$ cat config.mk
export PLATFORM = sky130hd
export DESIGN_NAME = controller_modulo
export DESIGN_NICKNAME = d
export VERILOG_FILES = /design/src/rtl/modulo_pkg.sv /design/src/rtl/controller_modulo.sv
export SDC_FILE = /design/constraint.sdc
export NUM_CORES = 1
export LEC_CHECK = 0
export BUFFER_PORTS_ARGS = -buffer_cell sky130_fd_sc_hd__buf_2
export CORE_ASPECT_RATIO = 0.8
export CORE_MARGIN = 2
export CORE_UTILIZATION = 53
export DETAILED_ROUTE_END_ITERATION = 7
export MAX_ROUTING_LAYER = met4
export PLACE_DENSITY = 0.75
export SLEW_MARGIN = 20
export SYNTH_ARGS = -nofsm -noshare
export SYNTH_HDL_FRONTEND = slang
export SYNTH_SLANG_ARGS = --single-unit
$ cat constraint.sdc
create_clock -name clk -period 1.9 [get_ports clk]
set_input_delay 0.38 -clock clk [delete_from_list [all_inputs] [get_ports clk]]
set_output_delay 0.38 -clock clk [all_outputs]
set_load 0.02 [all_outputs]
$ cat src/rtl/modulo_pkg.sv
// Shared definitions for the modulo controller, datapath and ALU:
// ALU operation codes, FSM state encoding and the controller output bundle.
package modulo_pkg;

  localparam logic [2:0] ALU_NOP = 3'd0;
  localparam logic [2:0] ALU_SUB = 3'd1;
  localparam logic [2:0] ALU_LT  = 3'd2;

  typedef enum logic [3:0] {
    IDLE   = 4'd0,
    LOAD   = 4'd1,
    INIT   = 4'd2,
    CMP    = 4'd3,
    CMP_WB = 4'd4,
    CHECK  = 4'd5,
    SUB    = 4'd6,
    SUB_WB = 4'd7,
    DONE   = 4'd8
  } state_t;

  typedef struct packed {
    logic [2:0] alu_mode;
    logic       wren_update_zahlen;
    logic       wren_zahl1_to_erg;
    logic       wren_term_erg;
    logic       wren_res_to_erg;
    logic       erg_to_alu_a;
    logic       zahl2_to_alu_b;
    logic       check_for_termination;
    logic       busy;
    logic       done;
    logic       error;
  } ctrl_out_t;

  // Moore output decode; err only matters in DONE (abort via iteration limit).
  function automatic ctrl_out_t decode_outputs(input state_t s, input logic err);
    ctrl_out_t o;
    o = '0;
    case (s)
      IDLE: begin
        o = '0;
      end
      LOAD: begin
        o.wren_update_zahlen = 1'b1;
        o.busy               = 1'b1;
      end
      INIT: begin
        o.wren_zahl1_to_erg = 1'b1;
        o.busy              = 1'b1;
      end
      CMP: begin
        o.alu_mode       = ALU_LT;
        o.erg_to_alu_a   = 1'b1;
        o.zahl2_to_alu_b = 1'b1;
        o.busy           = 1'b1;
      end
      CMP_WB: begin
        o.alu_mode       = ALU_LT;
        o.erg_to_alu_a   = 1'b1;
        o.zahl2_to_alu_b = 1'b1;
        o.wren_term_erg  = 1'b1;
        o.busy           = 1'b1;
      end
      CHECK: begin
        o.check_for_termination = 1'b1;
        o.busy                  = 1'b1;
      end
      SUB: begin
        o.alu_mode       = ALU_SUB;
        o.erg_to_alu_a   = 1'b1;
        o.zahl2_to_alu_b = 1'b1;
        o.busy           = 1'b1;
      end
      SUB_WB: begin
        o.alu_mode        = ALU_SUB;
        o.erg_to_alu_a    = 1'b1;
        o.zahl2_to_alu_b  = 1'b1;
        o.wren_res_to_erg = 1'b1;
        o.busy            = 1'b1;
      end
      DONE: begin
        o.done  = 1'b1;
        o.error = err;
      end
      default: begin
        o = '0;
      end
    endcase
    return o;
  endfunction

endpackage

$ cat src/rtl/controller_modulo.sv
// Moore controller for Zahl1 mod Zahl2 by repeated subtraction.
// Outputs are registered together with the state, so every output is the
// decode of the state currently held.
module controller_modulo
  import modulo_pkg::*;
#(
  parameter int          ALU_LAT  = 2,
  parameter logic [15:0] MAX_ITER = 16'hFFFF
) (
  input  logic       clk,
  input  logic       rst_i,
  input  logic       start_i,
  input  logic       valid_i,
  output logic [2:0] alu_mode_o,
  output logic       wren_update_Zahlen_o,
  output logic       wren_Zahl1_to_erg_o,
  output logic       wren_term_erg_o,
  output logic       wren_res_to_erg_o,
  output logic       erg_to_alu_a_o,
  output logic       Zahl2_to_alu_b_o,
  output logic       check_for_termination_o,
  output logic       busy_o,
  output logic       done_o,
  output logic       error_o
);

  localparam logic [2:0] WAIT_LAST = 3'(ALU_LAT - 1);

  state_t      state_r;
  logic [2:0]  wait_r;
  logic [15:0] iter_r;
  ctrl_out_t   out_r;
  logic [15:0] iter_inc_s;

  // Iteration counter saturates instead of wrapping
  assign iter_inc_s = (iter_r == 16'hFFFF) ? iter_r : (iter_r + 16'd1);

  // State, counters and registered outputs advance together
  always_ff @(posedge clk) begin
    if (rst_i) begin
      state_r <= IDLE;
      wait_r  <= 3'd0;
      iter_r  <= 16'd0;
      out_r   <= '0;
    end else begin
      case (state_r)
        IDLE: begin
          if (start_i) begin
            state_r <= LOAD;
            out_r   <= decode_outputs(LOAD, 1'b0);
          end else begin
            state_r <= IDLE;
            out_r   <= decode_outputs(IDLE, 1'b0);
          end
        end
        LOAD: begin
          state_r <= INIT;
          out_r   <= decode_outputs(INIT, 1'b0);
        end
        INIT: begin
          iter_r  <= 16'd0;
          wait_r  <= 3'd0;
          state_r <= CMP;
          out_r   <= decode_outputs(CMP, 1'b0);
        end
        CMP: begin
          if (wait_r == WAIT_LAST) begin
            wait_r  <= 3'd0;
            state_r <= CMP_WB;
            out_r   <= decode_outputs(CMP_WB, 1'b0);
          end else begin
            wait_r  <= wait_r + 3'd1;
            state_r <= CMP;
            out_r   <= decode_outputs(CMP, 1'b0);
          end
        end
        CMP_WB: begin
          state_r <= CHECK;
          out_r   <= decode_outputs(CHECK, 1'b0);
        end
        CHECK: begin
          if (valid_i) begin
            state_r <= DONE;
            out_r   <= decode_outputs(DONE, 1'b0);
          end else if (iter_r == MAX_ITER) begin
            state_r <= DONE;
            out_r   <= decode_outputs(DONE, 1'b1);
          end else begin
            wait_r  <= 3'd0;
            state_r <= SUB;
            out_r   <= decode_outputs(SUB, 1'b0);
          end
        end
        SUB: begin
          if (wait_r == WAIT_LAST) begin
            wait_r  <= 3'd0;
            state_r <= SUB_WB;
            out_r   <= decode_outputs(SUB_WB, 1'b0);
          end else begin
            wait_r  <= wait_r + 3'd1;
            state_r <= SUB;
            out_r   <= decode_outputs(SUB, 1'b0);
          end
        end
        SUB_WB: begin
          iter_r  <= iter_inc_s;
          wait_r  <= 3'd0;
          state_r <= CMP;
          out_r   <= decode_outputs(CMP, 1'b0);
        end
        DONE: begin
          state_r <= IDLE;
          out_r   <= decode_outputs(IDLE, 1'b0);
        end
        default: begin
          wait_r  <= 3'd0;
          iter_r  <= 16'd0;
          state_r <= IDLE;
          out_r   <= '0;
        end
      endcase
    end
  end

  assign alu_mode_o              = out_r.alu_mode;
  assign wren_update_Zahlen_o    = out_r.wren_update_zahlen;
  assign wren_Zahl1_to_erg_o     = out_r.wren_zahl1_to_erg;
  assign wren_term_erg_o         = out_r.wren_term_erg;
  assign wren_res_to_erg_o       = out_r.wren_res_to_erg;
  assign erg_to_alu_a_o          = out_r.erg_to_alu_a;
  assign Zahl2_to_alu_b_o        = out_r.zahl2_to_alu_b;
  assign check_for_termination_o = out_r.check_for_termination;
  assign busy_o                  = out_r.busy;
  assign done_o                  = out_r.done;
  assign error_o                 = out_r.error;

endmodule

Word level (Yosys, flattened, before mapping)
Index checks and enable logic that the tools add are counted.
{"block": "op_classes", "add_sub_neg": 2, "eq_ne": 13, "mux": 18, "n_bitwise": 2, "reduce_logical": 7}
{"operator": "$pmux 13 s7", "n": 1}
{"operator": "$pmux 16 s2", "n": 1}
{"operator": "$pmux 4 s7", "n": 1}
{"operator": "$mux 11", "n": 2}
{"operator": "$add 16x1->16 const B", "n": 1}
{"operator": "$eq 16x16->1 const B", "n": 1}
{"operator": "$eq 4x3->1 const B", "n": 4}
{"operator": "$mux 16", "n": 1}
{"operator": "$mux 3", "n": 4}
{"operator": "$mux 10", "n": 1}
{"operator": "$pmux 3 s3", "n": 1}
{"operator": "$eq 4x2->1 const B", "n": 2}
{"operator": "$mux 4", "n": 2}
{"operator": "$mux 8", "n": 1}
{"operator": "$mux 7", "n": 1}
{"operator": "$reduce_or 7->1", "n": 1}
{"operator": "$ne 2x2->1 const B", "n": 3}
{"operator": "$eq 4x1->1 const B", "n": 1}
{"operator": "$eq 4x4->1 const B", "n": 1}
{"operator": "$logic_not 4->1", "n": 1}
{"operator": "$reduce_or 2->1", "n": 2}
{"operator": "$reduce_or 4->1", "n": 1}
{"operator": "$add 3x1->3 const B", "n": 1}
{"operator": "$eq 3x1->1 const B", "n": 1}
{"operator": "4 further kinds", "n": 6}
{"block": "totals", "register_bits": 36, "inputBits": 4, "elab_cells": 56}

Logic depth before layout (Yosys ltp)
Gate-level depths: netlist of the first run.
{"block": "logic_depth", "depth_word": 4, "mapped_depth": 8}

Worst setup path before layout of the first run
No wires, ideal clock.
{"block": "synth_timing", "path_type": "flip-flop to flip-flop", "start": "reg iter_r[0]", "end": "reg iter_r[7]", "arrival_ns": 1.673, "required_ns": 1.770, "slack_ns": 0.097, "stages_incl_launch_ff": 9, "n_path_buf": 3, "synth_period_minus_slack_ns": 1.803, "cell_sequence": "dfxtp_1 ha_1 and4_1 buf_4 and4_4 buf_12 buf_12 o41ai_1 a21oi_1"}
{"block": "synth_between", "elab_chain_cells": 3}
{"item": "start, declared", "line": "controller_modulo.sv:31", "rtl": "logic [15:0] iter_r;"}
{"item": "start signal, assigned", "line": "controller_modulo.sv:106", "rtl": "iter_r <= iter_inc_s;"}
{"item": "$add 16x1->16 or $eq 16x16->1 (tied branches)", "line": "controller_modulo.sv:36", "rtl": "assign iter_inc_s = (iter_r == 16'hFFFF) ? iter_r : (iter_r + 16'd1);"}
{"item": "$mux 16 or $ne 2x2->1 (tied branches)"}
{"item": "$pmux 16 s2 or $reduce_and 2->1 (tied branches)"}
Parallel ways exist; a longest one is shown, timed or not. The select of a mux whose other input is x is not followed.
A chain may end at the register's enable or synchronous reset.

Worst setup path in the final report of the first run
{"block": "layout_timing", "start": "reg iter_r[0]", "end": "reg iter_r[9]"}
Same word-level chain as after synthesis.

==> results of run 1 <==
[synthesized netlist by cell type (2+ instances only)]
master,instances
dfxtp_1,33
clkbuf_1,3
buf_2,7
buf_1,2
a211oi_1,2
nand4_1,4
a221oi_2,2
mux2i_1,11
a211oi_2,4
and3_1,3
o2bb2ai_1,2
nor4_1,4
nor2_1,8
and4_1,3
buf_12,2
or3_1,2
nor3_1,4
o21ai_0,3
buf_4,6
a21oi_1,11
o21a_1,3
nand3_1,9
a2111oi_2,6
a21o_1,2
inv_1,4
nand2_1,20
o22ai_1,2
nand2b_1,13
[kinds of logic (layout without fill, tap and decap cells)]
kind of cell,after synthesis,after routing
simple gates,83,83
compound gates,49,49
buf+inv,24,41
other cells,1,1
mux,11,11
flops,33,33
xor+xnor,1,1
fa+ha+maj,1,1
[routing by layer]
metal | track usage, % | part of all wire (%)
met5 | - | 0
met2 | 30.9 | 44
met1 | 29.1 | 50
met3 | 4.24 | 4.5
met4 | 6.59 | 1.4
[area by class of cell]
| type | instances | area [µm²] | area share (%) |
|---|---|---|---|
| multi-input combinational | 146 | 1050 | 50.7 |
| sequential | 33 | 661 | 31.7 |
| timing repair buffer | 30 | 213 | 10.2 |
| clock buffer | 7 | 86.3 | 4.15 |
| tap | 42 | 52.6 | 2.52 |
| inverter | 4 | 15.0 | 0.721 |
[where the power goes]
| group | switching [mW] | internal, mW | total (mW) |
|---|---|---|---|
| registers | 0.00635 | 0.705 | 0.711 |
| logic | 0.106 | 0.0627 | 0.168 |
| clock network | 0.240 | 0.287 | 0.527 |
| total | 0.352 | 1.05 | 1.41 |
[cells in the final DEF, fill, tap and decap left out, types with 2 or more instances in the layout]
cell,n
buf_2,15
o22ai_1,2
o21ai_0,3
a21oi_1,11
a211oi_2,4
dfxtp_1,33
buf_12,2
nand3_1,9
nor4_1,4
buf_4,13
a2111oi_2,6
inv_1,4
o21a_1,3
or3_1,2
a211oi_1,2
and4_1,2
o2bb2ai_1,2
a21o_1,2
nor3_1,3
nand2b_1,13
mux2i_1,11
clkbuf_8,6
nand4_1,4
nor2_1,8
nand2_1,20
a221oi_2,2
and3_1,3
[worst paths after layout]
path	slack, ns	end	cells past startpoint
hold reg to reg	0.48	iter_r[15]$_SDFFE_PP0P_	2
hold / removal	0.32	wren_update_Zahlen_o$_SDFF_PP0_	3
setup / recovery	0.12	iter_r[9]$_SDFFE_PP0P_	5
setup reg to reg	0.12	iter_r[9]$_SDFFE_PP0P_	5
[state kept, by name, indices dropped and copies added, names as in the netlist]
name,flops
erg_to_alu_a_o,1
wait_r,3
iter_r,16
wren_Zahl1_to_erg_o,1
check_for_termination_o,1
wren_res_to_erg_o,1
error_o,1
wren_update_Zahlen_o,1
alu_mode_o,2
wren_term_erg_o,1
busy_o,1
state_r,4
[metrics by stage]
| stage | util (%) | instance area [µm²] |
|---|---|---|
| floorplan | - | 1860 |
| global placement | 58.5 | 1990 |
| detailed placement | 58.5 | 1990 |
| CTS | 61.0 | 2070 |
| global route | 61.2 | 2080 |
| finish | 61.2 | 2080 |
[worst register-to-register path, stage by stage (launching register included)]
cell,delay [ns]
dfxtp_1,0.31
ha_1,0.24
and4_2,0.31
and4_4,0.25
a2111oi_2,0.39
mux2i_1,0.21
==> impl_results.md, run 1 <==
* Outcome: complete, no violations
* Post_cts resized at 0
* Final period utilization at 93.7%
* RePlAce Congestion at 0.796
* GRT Util Overall at 20.9%
* Period minus WS final at 1.78 ns
* TritonCTS buffer count at 5
* Total power at 1.41 mW
* Total placed cells including tap cells at 255
* DRC at 0
* Layout cells sized above 1 at 26.4%
* Synth Area in XOR/XNOR at 0.472%
* Ys Warns at 0
* Worst Path Required at 2.11 ns
* Area Overhead vs Synth at 12.1%
* CTS max path bufs at 2
* First-pass GRT wire length at 6.48 mm
* FFs w/ async S/R, synth at 0%
* Cells after Synth at 203
* Max IR drop VDD at 0.559 mV
* Largest net degree at the start of global routing at 21
* Reg clk slew, reported paths at 0.06 ns
* Hold Vio Cnt, Final at 0
* Critical Path Max Stage Delay at 0.39 ns
* Worst-path fanout max at 17
* Setup TNS at 0 ns
* Worst Hold Class: primary input to flop
* Top cells by area, synth: dfxtp_1 (36%), mux2i_1 (5.9%), a2111oi_2 (4.9%)
* TritonCTS clock tree: yes
* Area share of the largest cell type after synthesis at 35.6%
* Multiplexer share of the synthesized area at 5.93%
* Post-route worst setup slack at 0.120 ns
* Post-synthesis register bit count at 33
* Die width at 70.2 µm
* Final setup viols at 0
* Vias at 1,538
* ANT cells at 0
* Post-synth EDFFs at 0
* Crit path max-delay family: simple AND/OR/NAND/NOR gates
* CP Launch Point: iter_r[0]$_SDFFE_PP0P_
* Hold path start: start_i
* Post-DP HPWL at 2.57 mm
* Synth Area in Compound Gates at 23.6%
* Drt total wl at 3.76 mm
* Synth Cell Area at 0.00186 mm²
* Achievable frequency at 562 MHz
* Initial antenna violation count at 0
* Simple logic cell fraction of the synthesized area at 25.3%
* RR Startpoint: iter_r[0]$_SDFFE_PP0P_
* Die area at 0.00400 mm²
* Main combinational cell family by area after synthesis: simple AND/OR/NAND/NOR gates
* Hold buffer count at CTS at 0
* Worst skew pair latency at 0.28 ns
* Port Buffer Count at 15
* Via density per instance at 5.87
* Max-slew violation count at 0
* Die height at 56.9 µm
* Unrepaired setup endpoints after global routing: yes
* Skew final at 0.00495 ns
* FP Rows at 19
* Buffers & Inverters on Critical Path at 0
* Fin nets at 225
* Root buffer cell: clkbuf_8
* IO Pins at 17
* CTS Sinks at 33
* Routed len/inst at 14.4 µm
* Register area share after synthesis at 35.6%
* CP arrival at 1.99 ns
* Commonest register cell after synthesis: dfxtp_1
* Worst slack, placed at 0.131 ns
* Worst hold slack at 0.323 ns
* Core area at 0.00340 mm²
* Syn_nets at 208
* Slew HR at 54.0%
* Router iterations before antenna repair at 4
* Startpoint types: flop
* DRT antenna net count at 0
* Worst Path Class, Setup: flop to flop
* Adder-cell area share of the yosys netlist at 0.674%
* Post-CTS Setup Repair Bufs at 0
* Pwr dens at 676 mW/mm²
* H-tree Lvls at 2
* Max cap viols at 0
* Vias in the first global route at 1,381
* Layout Cells excl Fill at 262
* GRT overflow at 0
* CP Capture Type: flop
* Static Leakage at 0.743 nW
* Worst-path cell chain: ha_1 -> and4_2 -> and4_4 -> a2111oi_2 -> mux2i_1
* Slew of the pin with the lowest slew margin at 0.688 ns
* Initial Utilization at 54.6%
* Cell variety after synth at 56
* Area leader, netlist: dfxtp_1
* Filler cells at 303
* Avg Cell Area, Syn at 9.15 µm²
* Iter 0 DRT Violations at 130
* Slowest-stage cell, CP: a2111oi_2
Power figures use the tool's default switching activity.
==> run 2, diff against run 1 <==
Settings changed: ABC_AREA set to 1, CORE_UTILIZATION 53 to 52, PLACE_DENSITY 0.75 to 0.74.
==> run 2 against run 1 <==
Net effect:
- first-iteration DRC count grew 4.6%
- via count grew 5.5%
- setup slack gained 0.094 ns
- clock skew shrank 0.0021 ns
- critical path depth grew 3
- final cell count grew 22%
- area after synthesis shrank 6.8%
- clock power shrank 4%
- sequential cell count is the same
- largest cell class unchanged
- largest power group unchanged
==> impl_results.md, run 2 <==
* Outcome: complete, no violations
* Core area at 0.00313 mm² (-7.9%)
* Number of flip-flops in the largest register at 16 (unchanged)
* Worst hold slack at 0.393 ns (+0.0700 ns)
* Worst Path Class, Setup: flop to flop
* Commonest register cell after synthesis: dfxtp_1
* Area Overhead vs Synth at 11.1%
* Die height at 55.6 µm (-2.4%)
* Vias at 1,623 (+5.5%)
* Worst Hold Class: primary input to flop
* Worst skew pair latency at 0.29 ns (about the same)
* Worst Path Required at 2.07 ns (-0.04 ns)
* Max-slew violation count at 0 (unchanged)
* Root buffer cell: clkbuf_8
* Achievable frequency at 593 MHz (+5.6%)
* Post-route worst setup slack at 0.214 ns (+0.0941 ns)
* Period minus WS final at 1.69 ns (-0.0941 ns)
* CTS max path bufs at 2 (unchanged)
* Port Buffer Count at 15 (unchanged)
* Area share of the largest cell type after synthesis at 38.2% (+2.6 points)
* Via density per instance at 5.07 (-14%)
* Sw Share at 30.9% (+5.9 points)
* Final setup viols at 0 (unchanged)
* RePlAce Congestion at 0.862 (+8.3%)
* Hold Vio Cnt, Final at 0 (unchanged)
* Worst-path fanout max at 5 (-12)
* Avg Cell Area, Syn at 6.66 µm² (-27%)
* Multi-input gate area at 908 µm² (-14%)
* Cells after Synth at 260 (+28%)
* CTS Sinks at 33 (unchanged)
* Ys Warns at 0 (unchanged)
* Area leader, netlist: dfxtp_1
* Register area share after synthesis at 38.2% (+2.6 points)
* Iter 0 DRT Violations at 136 (+4.6%)
* Cell variety after synth at 30 (-46%)
* Worst slack, placed at 0.247 ns (+0.116 ns)
* Filler cells at 289 (-4.6%)
* Setup TNS at 0 ns (unchanged)
* Most common cell after layout, fill and taps aside: nand2_1
* CP Capture Type: flop
* Unrepaired setup endpoints after global routing: no
* Most instantiated cells after synthesis: nand2_1 (72), nor2_1 (36), dfxtp_1 (33), inv_1 (33), nand3_1 (26)
* Pwr dens at 799 mW/mm² (+18%)
* DRC at 0 (unchanged)
* Routed len/inst at 11.4 µm (-20%)
* Post_cts resized at 0 (unchanged)
* Final period utilization at 88.7% (-5.0 points)
* Flop pwr share at 49.2% (-1.4 points)
* CP arrival at 1.85 ns (-0.14 ns)
* Layout cells sized above 1 at 16.1% (-10 points)
* Largest net degree at the start of global routing at 21 (unchanged)
* FP Rows at 18 (-1)
* Reg clk slew, reported paths at 0.07 ns (about the same)
* Initial antenna violation count at 0 (unchanged)
* Hold buffer count at CTS at 0 (unchanged)
* Top reg by flops: iter_r
* Vias in the first global route at 1,310 (-5.1%)
* IO Pins at 17 (unchanged)
* Startpoint types: flop
* First-pass GRT wire length at 5.98 mm (-7.7%)
* Top Registers: iter_r: 16 flops, state_r: 4 flops, wait_r: 3 flops
* Synth Cell Area at 0.00173 mm² (-6.8%)
* Post-synth EDFFs at 0 (unchanged)
* Final Core Density at 61.4% (+0.19 points)
* Die area at 0.00381 mm² (-4.7%)
* DRT antenna net count at 0 (unchanged)
* ANT cells at 0 (unchanged)
* Max cap viols at 0 (unchanged)
* Die width at 68.5 µm (-2.4%)
* Static Leakage at 0.890 nW (+20%)
* Syn_nets at 265 (+27%)
* Register Area at 661 µm² (unchanged)
* Post-CTS Setup Repair Bufs at 0 (unchanged)
* H-tree Lvls at 2 (unchanged)
* Skew final at 0.00288 ns (-0.00207 ns)
* TritonCTS clock tree: yes
* TritonCTS buffer count at 5 (unchanged)
* GRT Util Overall at 21.7% (+0.80 points)
* Fin nets at 284 (+26%)
* Most frequent cells in the layout: nand2_1 (72), nor2_1 (36), inv_1 (33), dfxtp_1 (33), nand3_1 (26)
* Max IR drop VDD at 0.593 mV (+6.1%)
* Post-DP HPWL at 2.73 mm (+6.0%)
* Reg2Reg Depth at 8 (+3)
* Switch Pwr at 0.476 mW (+35%)
* Post-synthesis register bit count at 33 (unchanged)
* Internal power at 1.06 mW (+0.66%)
* Top cells by area, synth: dfxtp_1 (38%), nand2_1 (16%), nor2_1 (7.8%)
* Router iterations before antenna repair at 4 (unchanged)
* Count leader, synth: nand2_1
* Worst hold path depth at 3 (unchanged)
* Initial Utilization at 55.3% (+0.66 points)
* Drt total wl at 3.65 mm (-2.9%)
* Total power at 1.54 mW (+9.3%)
* FFs w/ async S/R, synth at 0% (unchanged)
* Clk pwr share at 33.1% (-4.4 points)
* Comb power frac at 17.8% (+5.8 points)
* GRT overflow at 0 (unchanged)
-- run 2: cell count changes in the layout (fill, tap and decap cells not counted), moves of 6 or more --
cell,previous run,this run
nand3_1,9,26
inv_1,4,33
nand2_1,20,72
mux2i_1,11,0
nand2b_1,13,0
nor2_1,8,36
buf_4,13,1
a2111oi_2,6,0
-- run 2: through the flow --
| stage | instances | cell area, µm² |
|---|---|---|
| 6_report | 320 | 1920 |
| 5_1_grt | 320 | 1920 |
| 4_1_cts | 320 | 1920 |
| 3_5_place_dp | 312 | 1840 |
| 3_3_place_gp | 312 | 1840 |
| 2_1_floorplan | 260 | 1730 |
-- run 2: cell families after synthesis --
family	count (synthesis)	synth area share [%]
and+or+nand+nor	155	40.9
buffers and inverters	41	9.33
DFF	33	38.2
AOI/OAI and AO/OA	27	9.62
xor gates and xnor gates	2	1.01
adders and majority gates	1	0.723
other	1	0.217
-- run 2: layer usage --
metal | share of wire [%] | GRT usage (%) | wire length [µm]
met4 | 1.8 | 10.9 | 65
met2 | 39 | 25.4 | 1410
met1 | 52 | 31.8 | 1900
met5 | 0 | - | 0
met3 | 7.6 | 7.89 | 276
-- run 2: critical path: stages, from the launching register on --
cell and delay [ns]:
dfxtp_1 0.39, ha_1 0.26, nand3_1 0.21, nor2_4 0.23, nand2_2 0.11, nand3_1 0.08, nand2_1 0.07, nand2_1 0.11
o21ai_0 0.10
-- run 2: final cells by class --
type	instances	share of cell area, %
clock inverters	2	0.520
inverters	37	7.22
flip-flops and latches	33	34.4
well taps	40	2.60
repair buffers	16	4.29
multi-input cells	186	47.2
clock buffers	6	3.77
-- run 2: path summary, 6_finish.rpt --
check,from,to,slack [ns]
max,iter_r[0]$_SDFFE_PP0P_,erg_to_alu_a_o$_SDFF_PP0_,0.21
min,valid_i,state_r[3]$_SDFF_PP0_,0.39
max reg2reg,iter_r[0]$_SDFFE_PP0P_,erg_to_alu_a_o$_SDFF_PP0_,0.21
min reg2reg,wait_r[1]$_SDFFE_PP0P_,wait_r[1]$_SDFFE_PP0P_,0.48
-- run 2: power by group through the flow --
stage / sequential [mW] / combinational, mW / clock, mW
2_1_floorplan: 0.782 / 0.191 / 0
3_3_place_gp: 0.768 / 0.272 / 0
3_5_place_dp: 0.769 / 0.270 / 0
4_1_cts: 0.755 / 0.271 / 0.523
5_1_grt: 0.761 / 0.303 / 0.555
6_report: 0.756 / 0.273 / 0.508
